**config.mk**
```make
export PLATFORM = sky130hd
export DESIGN_NAME = execute_ldst_access
export DESIGN_NICKNAME = d
export VERILOG_FILES = /design/src/rtl/execute_ldst_access_pkg.sv /design/src/rtl/execute_ldst_access_load_align.sv /design/src/rtl/execute_ldst_access.sv
export SDC_FILE = /design/constraint.sdc
export NUM_CORES = 1
export LEC_CHECK = 0
export CORE_MARGIN = 2
export CORE_UTILIZATION = 44
export CTS_CLUSTER_SIZE = 28
export DETAILED_ROUTE_END_ITERATION = 8
export MAX_ROUTING_LAYER = met4
export PLACE_DENSITY = 0.87
export SYNTH_ARGS = -nofsm -noshare
export SYNTH_HDL_FRONTEND = slang
export SYNTH_SLANG_ARGS = --single-unit
```
**constraint.sdc**
```tcl
create_clock -name iCLOCK -period 2.5 [get_ports iCLOCK]
set_input_delay 0.5 -clock iCLOCK [delete_from_list [all_inputs] [get_ports iCLOCK]]
set_output_delay 0.5 -clock iCLOCK [all_outputs]
set_load 0.005 [all_outputs]
```
**src/rtl/execute_ldst_access_pkg.sv**
```systemverilog
// ---------------------------------------------------------------------------
// execute_ldst_access_pkg
// Shared encodings for the LDST access stage: FSM states, access order,
// read/write direction, the captured request / result bundles, and the
// alignment legality check used at request acceptance.
// ---------------------------------------------------------------------------
package execute_ldst_access_pkg;

    typedef enum logic [1:0] {
        ST_IDLE  = 2'd0,
        ST_ISSUE = 2'd1,
        ST_WAIT  = 2'd2,
        ST_DONE  = 2'd3
    } ldst_state_t;

    localparam logic [1:0] ORDER_BYTE = 2'd0;
    localparam logic [1:0] ORDER_HALF = 2'd1;
    localparam logic [1:0] ORDER_WORD = 2'd2;

    localparam logic RW_LOAD  = 1'b0;
    localparam logic RW_STORE = 1'b1;

    typedef struct packed {
        logic        rw;
        logic        sign_ext;
        logic [4:0]  dest;
        logic [31:0] pdt;
        logic [31:0] addr;
        logic [31:0] data;
        logic [1:0]  order;
        logic [3:0]  mask;
        logic [1:0]  shift;
    } ldst_req_t;

    typedef struct packed {
        logic [31:0] data;
        logic [4:0]  dest;
        logic        rw;
        logic        fault;
    } ldst_res_t;

    // Order 3 is unused, an empty mask would access nothing, and half/word
    // accesses must sit on their natural boundary.
    function automatic logic ldst_illegal(input logic [1:0] order,
                                          input logic [3:0] mask,
                                          input logic [1:0] addr_lo);
        ldst_illegal = (order == 2'd3)
                    || (mask == 4'd0)
                    || ((order == ORDER_HALF) && addr_lo[0])
                    || ((order == ORDER_WORD) && (addr_lo != 2'b00));
    endfunction

endpackage

```
**src/rtl/execute_ldst_access_load_align.sv**
```systemverilog
// ---------------------------------------------------------------------------
// execute_ldst_load_align
// Combinational load-data aligner: moves the addressed byte lane down to
// bit 0 and zero- or sign-extends it according to the access order.
//   raw_data     in  32  raw word returned by data memory
//   shift        in  2   byte-lane shift
//   order        in  2   byte / half / word
//   sign_ext     in  1   sign-extend byte and half loads
//   aligned_data out 32  right-justified, extended load value
// ---------------------------------------------------------------------------
module execute_ldst_load_align
    import execute_ldst_access_pkg::*;
(
    input  logic [31:0] raw_data,
    input  logic [1:0]  shift,
    input  logic [1:0]  order,
    input  logic        sign_ext,
    output logic [31:0] aligned_data
);

    logic [31:0] shifted;

    always_comb begin
        shifted = raw_data >> {shift, 3'b000};
        case (order)
            ORDER_BYTE: aligned_data = {{24{sign_ext & shifted[7]}},  shifted[7:0]};
            ORDER_HALF: aligned_data = {{16{sign_ext & shifted[15]}}, shifted[15:0]};
            default:    aligned_data = shifted;
        endcase
    end

endmodule

```
**src/rtl/execute_ldst_access.sv**
```systemverilog
// ---------------------------------------------------------------------------
// execute_ldst_access
// LDST access stage. Accepts one request from the address stage, issues it
// to the data-memory port, waits for the response (read data or write
// acknowledge), aligns load data and presents the result to writeback.
// Illegal requests fault straight to the result without touching memory.
//
// State table
//   state | meaning
//   IDLE  | ready, captures a request when iPREV_VALID && !iFLUSH
//   ISSUE | oDATAIO_REQ high until the memory port accepts it
//   WAIT  | request accepted, waiting for iDATAIO_VALID
//   DONE  | result valid to writeback, held while iNEXT_BUSY
//
// Ports
//   iCLOCK, inRESET (async, active low), iRESET_SYNC, iFLUSH
//   iPREV_*   request bundle in,  oPREV_BUSY back-pressure out
//   oDATAIO_* memory request out, iDATAIO_BUSY/VALID/DATA in
//   oNEXT_*   result to writeback, iNEXT_BUSY stall in
// ---------------------------------------------------------------------------
module execute_ldst_access
    import execute_ldst_access_pkg::*;
#(
    parameter bit P_ALIGN_CHECK = 1'b1
)(
    input  logic        iCLOCK,
    input  logic        inRESET,
    input  logic        iRESET_SYNC,
    input  logic        iFLUSH,

    input  logic        iPREV_VALID,
    output logic        oPREV_BUSY,
    input  logic        iPREV_RW,
    input  logic        iPREV_SIGNED,
    input  logic [4:0]  iPREV_DEST,
    input  logic [31:0] iPREV_PDT,
    input  logic [31:0] iPREV_ADDR,
    input  logic [31:0] iPREV_DATA,
    input  logic [1:0]  iPREV_ORDER,
    input  logic [3:0]  iPREV_MASK,
    input  logic [1:0]  iPREV_SHIFT,

    output logic        oDATAIO_REQ,
    input  logic        iDATAIO_BUSY,
    output logic        oDATAIO_RW,
    output logic [31:0] oDATAIO_PDT,
    output logic [31:0] oDATAIO_ADDR,
    output logic [31:0] oDATAIO_DATA,
    output logic [1:0]  oDATAIO_ORDER,
    output logic [3:0]  oDATAIO_MASK,
    input  logic        iDATAIO_VALID,
    input  logic [31:0] iDATAIO_DATA,

    output logic        oNEXT_VALID,
    input  logic        iNEXT_BUSY,
    output logic [31:0] oNEXT_DATA,
    output logic [4:0]  oNEXT_DEST,
    output logic        oNEXT_RW,
    output logic        oNEXT_FAULT
);

    ldst_state_t state;
    ldst_req_t   req;
    ldst_res_t   res;
    logic        discard;
    logic [31:0] load_data;

    execute_ldst_load_align u_load_align (
        .raw_data     (iDATAIO_DATA),
        .shift        (req.shift),
        .order        (req.order),
        .sign_ext     (req.sign_ext),
        .aligned_data (load_data)
    );

    always_ff @(posedge iCLOCK or negedge inRESET) begin
        if (!inRESET) begin
            state   <= ST_IDLE;
            req     <= '0;
            res     <= '0;
            discard <= 1'b0;
        end else if (iRESET_SYNC) begin
            state   <= ST_IDLE;
            req     <= '0;
            res     <= '0;
            discard <= 1'b0;
        end else begin
            case (state)
                ST_IDLE: begin
                    if (iPREV_VALID && !iFLUSH) begin
                        req.rw       <= iPREV_RW;
                        req.sign_ext <= iPREV_SIGNED;
                        req.dest     <= iPREV_DEST;
                        req.pdt      <= iPREV_PDT;
                        req.addr     <= iPREV_ADDR;
                        req.data     <= iPREV_DATA;
                        req.order    <= iPREV_ORDER;
                        req.mask     <= iPREV_MASK;
                        req.shift    <= iPREV_SHIFT;
                        discard      <= 1'b0;
                        if (P_ALIGN_CHECK &&
                            ldst_illegal(iPREV_ORDER, iPREV_MASK, iPREV_ADDR[1:0])) begin
                            res.data  <= '0;
                            res.dest  <= iPREV_DEST;
                            res.rw    <= iPREV_RW;
                            res.fault <= 1'b1;
                            state     <= ST_DONE;
                        end else begin
                            state <= ST_ISSUE;
                        end
                    end
                end
                ST_ISSUE: begin
                    // Once the port has taken the request its response must
                    // still be drained, so a same-cycle flush only marks it.
                    if (!iDATAIO_BUSY) begin
                        discard <= iFLUSH;
                        state   <= ST_WAIT;
                    end else if (iFLUSH) begin
                        state <= ST_IDLE;
                    end
                end
                ST_WAIT: begin
                    if (iDATAIO_VALID) begin
                        if (discard || iFLUSH) begin
                            state <= ST_IDLE;
                        end else begin
                            res.data  <= (req.rw == RW_STORE) ? 32'd0 : load_data;
                            res.dest  <= req.dest;
                            res.rw    <= req.rw;
                            res.fault <= 1'b0;
                            state     <= ST_DONE;
                        end
                    end else if (iFLUSH) begin
                        discard <= 1'b1;
                    end
                end
                ST_DONE: begin
                    if (iFLUSH || !iNEXT_BUSY) begin
                        state <= ST_IDLE;
                    end
                end
                default: state <= ST_IDLE;
            endcase
        end
    end

    assign oPREV_BUSY    = (state != ST_IDLE);
    assign oDATAIO_REQ   = (state == ST_ISSUE);
    assign oDATAIO_RW    = req.rw;
    assign oDATAIO_PDT   = req.pdt;
    assign oDATAIO_ADDR  = req.addr;
    assign oDATAIO_DATA  = req.data;
    assign oDATAIO_ORDER = req.order;
    assign oDATAIO_MASK  = req.mask;

    assign oNEXT_VALID   = (state == ST_DONE);
    assign oNEXT_DATA    = res.data;
    assign oNEXT_DEST    = res.dest;
    assign oNEXT_RW      = res.rw;
    assign oNEXT_FAULT   = res.fault;

endmodule

```
## Word-level counts from Yosys, hierarchy flattened

Cells that the tools add are included.

- Equality and inequality tests: 16
- Shift operators: 1
- Muxes and demuxes: 26
- Bitwise operators: 2
- Reductions and logical operators: 23

Operators with widths:

| operator | count |
|---|---|
| 2-to-1 mux 111 bit | 3 |
| 2-to-1 mux 39 bit | 5 |
| case mux 39 bit (2 select lines) | 1 |
| case mux 32 bit (2 select lines) | 1 |
| 2-to-1 mux 32 bit | 1 |
| right shift 32 x 5 -> 32 bit | 1 |
| inequality test 3 bit (second input constant) | 7 |
| 2-to-1 mux 2 bit | 8 |
| AND reduction 5 bit | 2 |
| == test 2 bit (second input constant) | 4 |
| case mux 2 bit (4 select lines) | 1 |
| nonzero test 2 bit | 4 |
| == test 2 x 1 -> 1 bit (second input constant) | 3 |
| logical OR 1 bit | 5 |
| 2-to-1 mux 1 bit | 5 |
| logical NOT 2 bit | 2 |
| logical NOT 4 bit | 1 |
| inequality test 4 bit (second input constant) | 1 |
| AND reduction 4 bit | 1 |
| nonzero test 4 bit | 1 |
| logical AND 1 bit | 3 |
| inequality test 3 x 2 -> 1 bit (second input constant) | 1 |
| case mux 1 bit (3 select lines) | 1 |
| nonzero test 3 bit | 1 |
| 3 further kinds | 5 |

- Register bits: 153
- Word-level logic and storage cells: 83

## Longest topological paths before layout

- Word-level depth: 8
- Depth in mapped cells: 8

## Hierarchy

Synthesis repeated with hierarchy kept, for this count alone.

- Cell total of the unflattened synthesis: 838
- Area, all modules: 7805.0 µm²

By module, submodules not included:

| module | instances | cells an instance | area an instance (µm²) | sequential area each (µm²) |
|---|---|---|---|---|
| execute_ldst_access | 1 | 732 | 6996.7 | 3828.7 |
| execute_ldst_load_align | 1 | 106 | 808.3 | 0.0 |

## Least setup slack after synthesis

OpenSTA, ideal clock, no wires.

- Path kind: input to register
- Start: in iPREV_MASK[3]
- End: reg res, in the netlist oNEXT_DATA[19]
- Library setup time: 121 ps
- Arrival time: 1729 ps
- Data required time: 2379 ps
- Slack: 650 ps
- Stages: 5
- Path buffers: 1
- Cell sequence: or4_4 -> o211ai_2 -> o311ai_4 -> buf_2 -> a22o_1

- Cells in the longest elaborated chain, start to end: 6

Ends and longest elaborated chain:

| what | line | text |
|---|---|---|
| start: declaration | execute_ldst_access.sv:40 | `input logic [3:0] iPREV_MASK,` |
| logical NOT 4 bit | execute_ldst_access_pkg.sv:48 | `\|\| (mask == 4'd0)` |
| logical OR 1 bit | execute_ldst_access_pkg.sv:48 |  |
| logical OR 1 bit | execute_ldst_access_pkg.sv:49 | `\|\| ((order == ORDER_HALF) && addr_lo[0])` |
| logical OR 1 bit | execute_ldst_access_pkg.sv:50 | `\|\| ((order == ORDER_WORD) && (addr_lo != 2'b00));` |
| inequality test 3 bit (no source line) | n/a |  |
| AND reduction 5 bit (no source line) | n/a |  |
| end: declaration | execute_ldst_access.sv:64 | `ldst_res_t res;` |

Every way passes these cells.
A chain may end at the register's enable or synchronous reset.

## Worst setup path in the final report

- Start: reg state[1]
- End: out oDATAIO_REQ

- Cells in the longest elaborated chain, start to end: 1

Ends and longest elaborated chain:

| what | line | text |
|---|---|---|
| start: declaration | execute_ldst_access.sv:62 | `ldst_state_t state;` |
| start signal: assignment | execute_ldst_access.sv:78 | `state <= ST_IDLE;` |
| start signal: assignment | execute_ldst_access.sv:83 | `state <= ST_IDLE;` |
| start signal: assignment | execute_ldst_access.sv:107 | `state <= ST_DONE;` |
| == test 2 x 1 -> 1 bit | execute_ldst_access.sv:149 | `assign oDATAIO_REQ = (state == ST_ISSUE);` |
| end: declaration | execute_ldst_access.sv:43 | `output logic oDATAIO_REQ,` |

Every way passes these cells.

==> results.yml <==
sta:
  slew_viol_final: 0
  layout_min_cycle_time_ns: 2.31
  max_slew_margin_pct: 48.9
  max_freq_mhz: 433
  fin_skew_ns: 0.0126
  rsz0062_at_grt: "false"
  worstMarginPinSlew_ns: 0.767
  finalSetupViolCount: 0
  hold_viol_final: 0
  fin_tns_setup_ns: 0
  final.period_utilization_pct: 92.4
setup_path:
  worst-path-max-fanout: 6
  cp-start-kind: "register"
  worstSetupPathType: "reg -> out"
  worst-r2r-setup-slack_ns: 0.39
  critPathRequiredTime_ns: 2.00
  path_cells: "inv_1 -> ha_1 -> clkdlybuf4s50_1"
  cp-end-kind: "output port"
  cpMaxStageDelayCell: "clkdlybuf4s50_1"
  cp_data_arrival_time_ns: 1.81
  cpPeakStageDelay_ns: 0.63
  cpLargestDelayFamily: "buffers and inverters"
  critical_path_buf_inv_count: 2
detailed_routing:
  drtIter0Drc: 430
  drt-total-wl_um: 22200
  final_antenna_net_count: 0
  vias_per_cell: 5.14
  wl_per_cell_um: 17.5
  post-route-drc-count: 0
  first_pass_iters: 5
  vias: 6546
floorplan:
  core_um2: 17100
  placementRows: 48
  die_w_um: 136
  dieArea_um2: 18400
  die_h_um: 136
  io-pin-count: 296
  start_util_pct: 44.6
grt:
  grt_pass1_vias: 6488
  grt_max_degree: 73
  antenna_found_initial: 0
  overflow: 0
  grtUsageTotal_pct: 24.8
  grt_pass1_wl_um: 34300
synthesis:
  syn_inst: 860
  yosys_register_bits: 153
  synthDistinctLibCells: 39
  synthArstFlopShare_pct: 100
  syn_area_per_cell_um2: 8.88
  synth_enable_flop_cells: 0
  synth_flop_cell: "dfrtp_1"
  ys_seq_area_share_pct: 50.1
  ys_warn_count: 0
  syn-num-nets: 1015
  synth_area_um2: 7640
power_and_ir_drop:
  ir_worst_vdd_mv: 0.467
  p_total_w: 0.00793
  leakage_nw: 4.35
  powerDensity_nw_per_um2: 739
status:
  status: "finished, final reports clean"
clocking:
  cts_setup_buffers: 0
  cts_root_buffer: "clkbuf_16"
  clockBufferDepth: 2
  cts_made_buffers: 17
  tritoncts: "done"
  cts_num_sinks: 153
  path_clk_slew_ns: 0.06
  clock_latency_ns: 0.42
  htree_levels: 4
layout:
  seqCellArea_um2: 3830
  diodes: 0
  multiInputGateArea_um2: 2790
  drive_gt1_share_pct: 6.68
  nNetsFinal: 1190
  synthToLayoutAreaGrowth_pct: 40.6
  fillers: 1416
flow_run:
  maxCapViolations: 0
min_path:
  hp-class: "in -> async"
placed_design:
  dp_hpwl_um: 15900
  place_congestion: 0.864
  numPortBuffers: 295
-- placed cells by master, fill, tap and decap left out, drive strengths merged --
cell             n
buf             23
or4              1
nand2          269
mux4             2
mux2             8
clkinvlp         2
a21oi          123
o31a             1
nor3b            1
nor2b            5
bufinv           3
a22oi            1
clkdlybuf4s50  292
mux2i           22
dfrtp          153
nand4b           1
ha               4
o211ai           9
a22o             9
nand2b           4
and3             1
a41o             1
clkbuf          22
a2bb2oi          1
o21ai           37
o311ai           1
a21boi           8
dlymetal6s2s     1
or2              2
nor3             2
o31ai           15
nand4            1
clkinv           4
inv              6
nor2            13
-- layer usage --
layer / vias to the layer above / track usage (%) / share of wire (%)
met1: 3118 / 29.6 / 39
met4: 0 / 9.09 / 2.5
li1: 3096 / - / -
met3: 32 / 6.85 / 8.6
met5: - / - / 0
met2: 300 / 40.5 / 50
-- cells in the mapped netlist, types with 8 or more instances --
library cell | instances | area, µm²
a22o_1 | 9 | 78.8
a21oi_1 | 122 | 611
o211ai_1 | 8 | 60.1
clkbuf_1 | 48 | 180
nand2_1 | 269 | 1010
mux2_2 | 8 | 90.1
buf_4 | 104 | 781
o31ai_1 | 15 | 113
mux2i_1 | 22 | 220
a21boi_0 | 8 | 60.1
nor2_1 | 12 | 45.0
dfrtp_1 | 153 | 3830
o21ai_0 | 33 | 165
-- through the flow --
stage / util (%) / instances / setup WS, ns / hold WS, ns / area [µm²]
floorplan: - / 860 / 0.650 / 0.204 / 7640
global placement: 59.1 / 1241 / 0.0599 / 0.465 / 10100
finish: 62.7 / 1273 / 0.189 / 0.0804 / 10700
detailed placement: 59.1 / 1241 / 0.0142 / 0.476 / 10100
global route: 62.7 / 1273 / 0.0792 / 0.113 / 10700
CTS: 62.7 / 1273 / 0.0286 / 0.0999 / 10700
-- power by group --
part / total [W] / internal, W / switching [W]
registers: 0.00295 / 0.00276 / 0.000186
clock network: 0.00269 / 0.00165 / 0.00104
logic: 0.00230 / 0.00114 / 0.00115
-- cells by family after synthesis --
group                    Yosys count  share of synthesized area, %
adder cells (fa/ha/maj)            4                         0.655
flip-flops                       153                          50.1
buffers and inverters            165                          13.4
AO/OA/AOI/OAI                    206                          15.6
AND/OR/NAND/NOR                  300                          15.5
multiplexers                      32                          4.70
-- final cells by class --
cell class,instances,share of cell area [%]
clock buffers,22,4.42
clock inverters,10,1.32
inverters,5,0.175
multi-input cells,542,26.0
flip-flops and latches,153,35.7
well taps,225,2.62
repair buffers,316,29.8
-- final timing paths --
| check | end | depth (start not counted) | startpoint |
|---|---|---|---|
| max | oDATAIO_REQ | 3 | state[1]$_DFFE_PN0P_ |
| min in group iCLOCK | oNEXT_RW$_DFFE_PN0P_ | 2 | oNEXT_RW$_DFFE_PN0P_ |
| max in group asynchronous | oDATAIO_ADDR[0]$_DFFE_PN0P_ | 2 | inRESET |
| min | oDATAIO_DATA[5]$_DFFE_PN0P_ | 1 | inRESET |
| min reg2reg | oNEXT_RW$_DFFE_PN0P_ | 2 | oNEXT_RW$_DFFE_PN0P_ |
| max reg2reg | oNEXT_DATA[25]$_DFFE_PN0P_ | 5 | req[1]$_DFFE_PN0P_ |
-- sequential cells by signal, indices dropped and copies added, names as in the netlist --
| signal | flops |
|---|---|
| oNEXT_FAULT | 1 |
| oNEXT_DATA | 32 |
| state | 2 |
| oNEXT_RW | 1 |
| oDATAIO_RW | 1 |
| oDATAIO_MASK | 4 |
| oNEXT_DEST | 5 |
| req | 8 |
| oDATAIO_PDT | 32 |
| oDATAIO_ADDR | 32 |
| oDATAIO_DATA | 32 |
| discard | 1 |
| oDATAIO_ORDER | 2 |
-- what timing repair did --
item | CTS | global route
hold buffers | 0 | 0
resized for setup | 0 | 1
endpoints found under the hold margin | 0 | 0
setup endpoints to repair | 0 | 1
(Power assumes the default switching activity.)
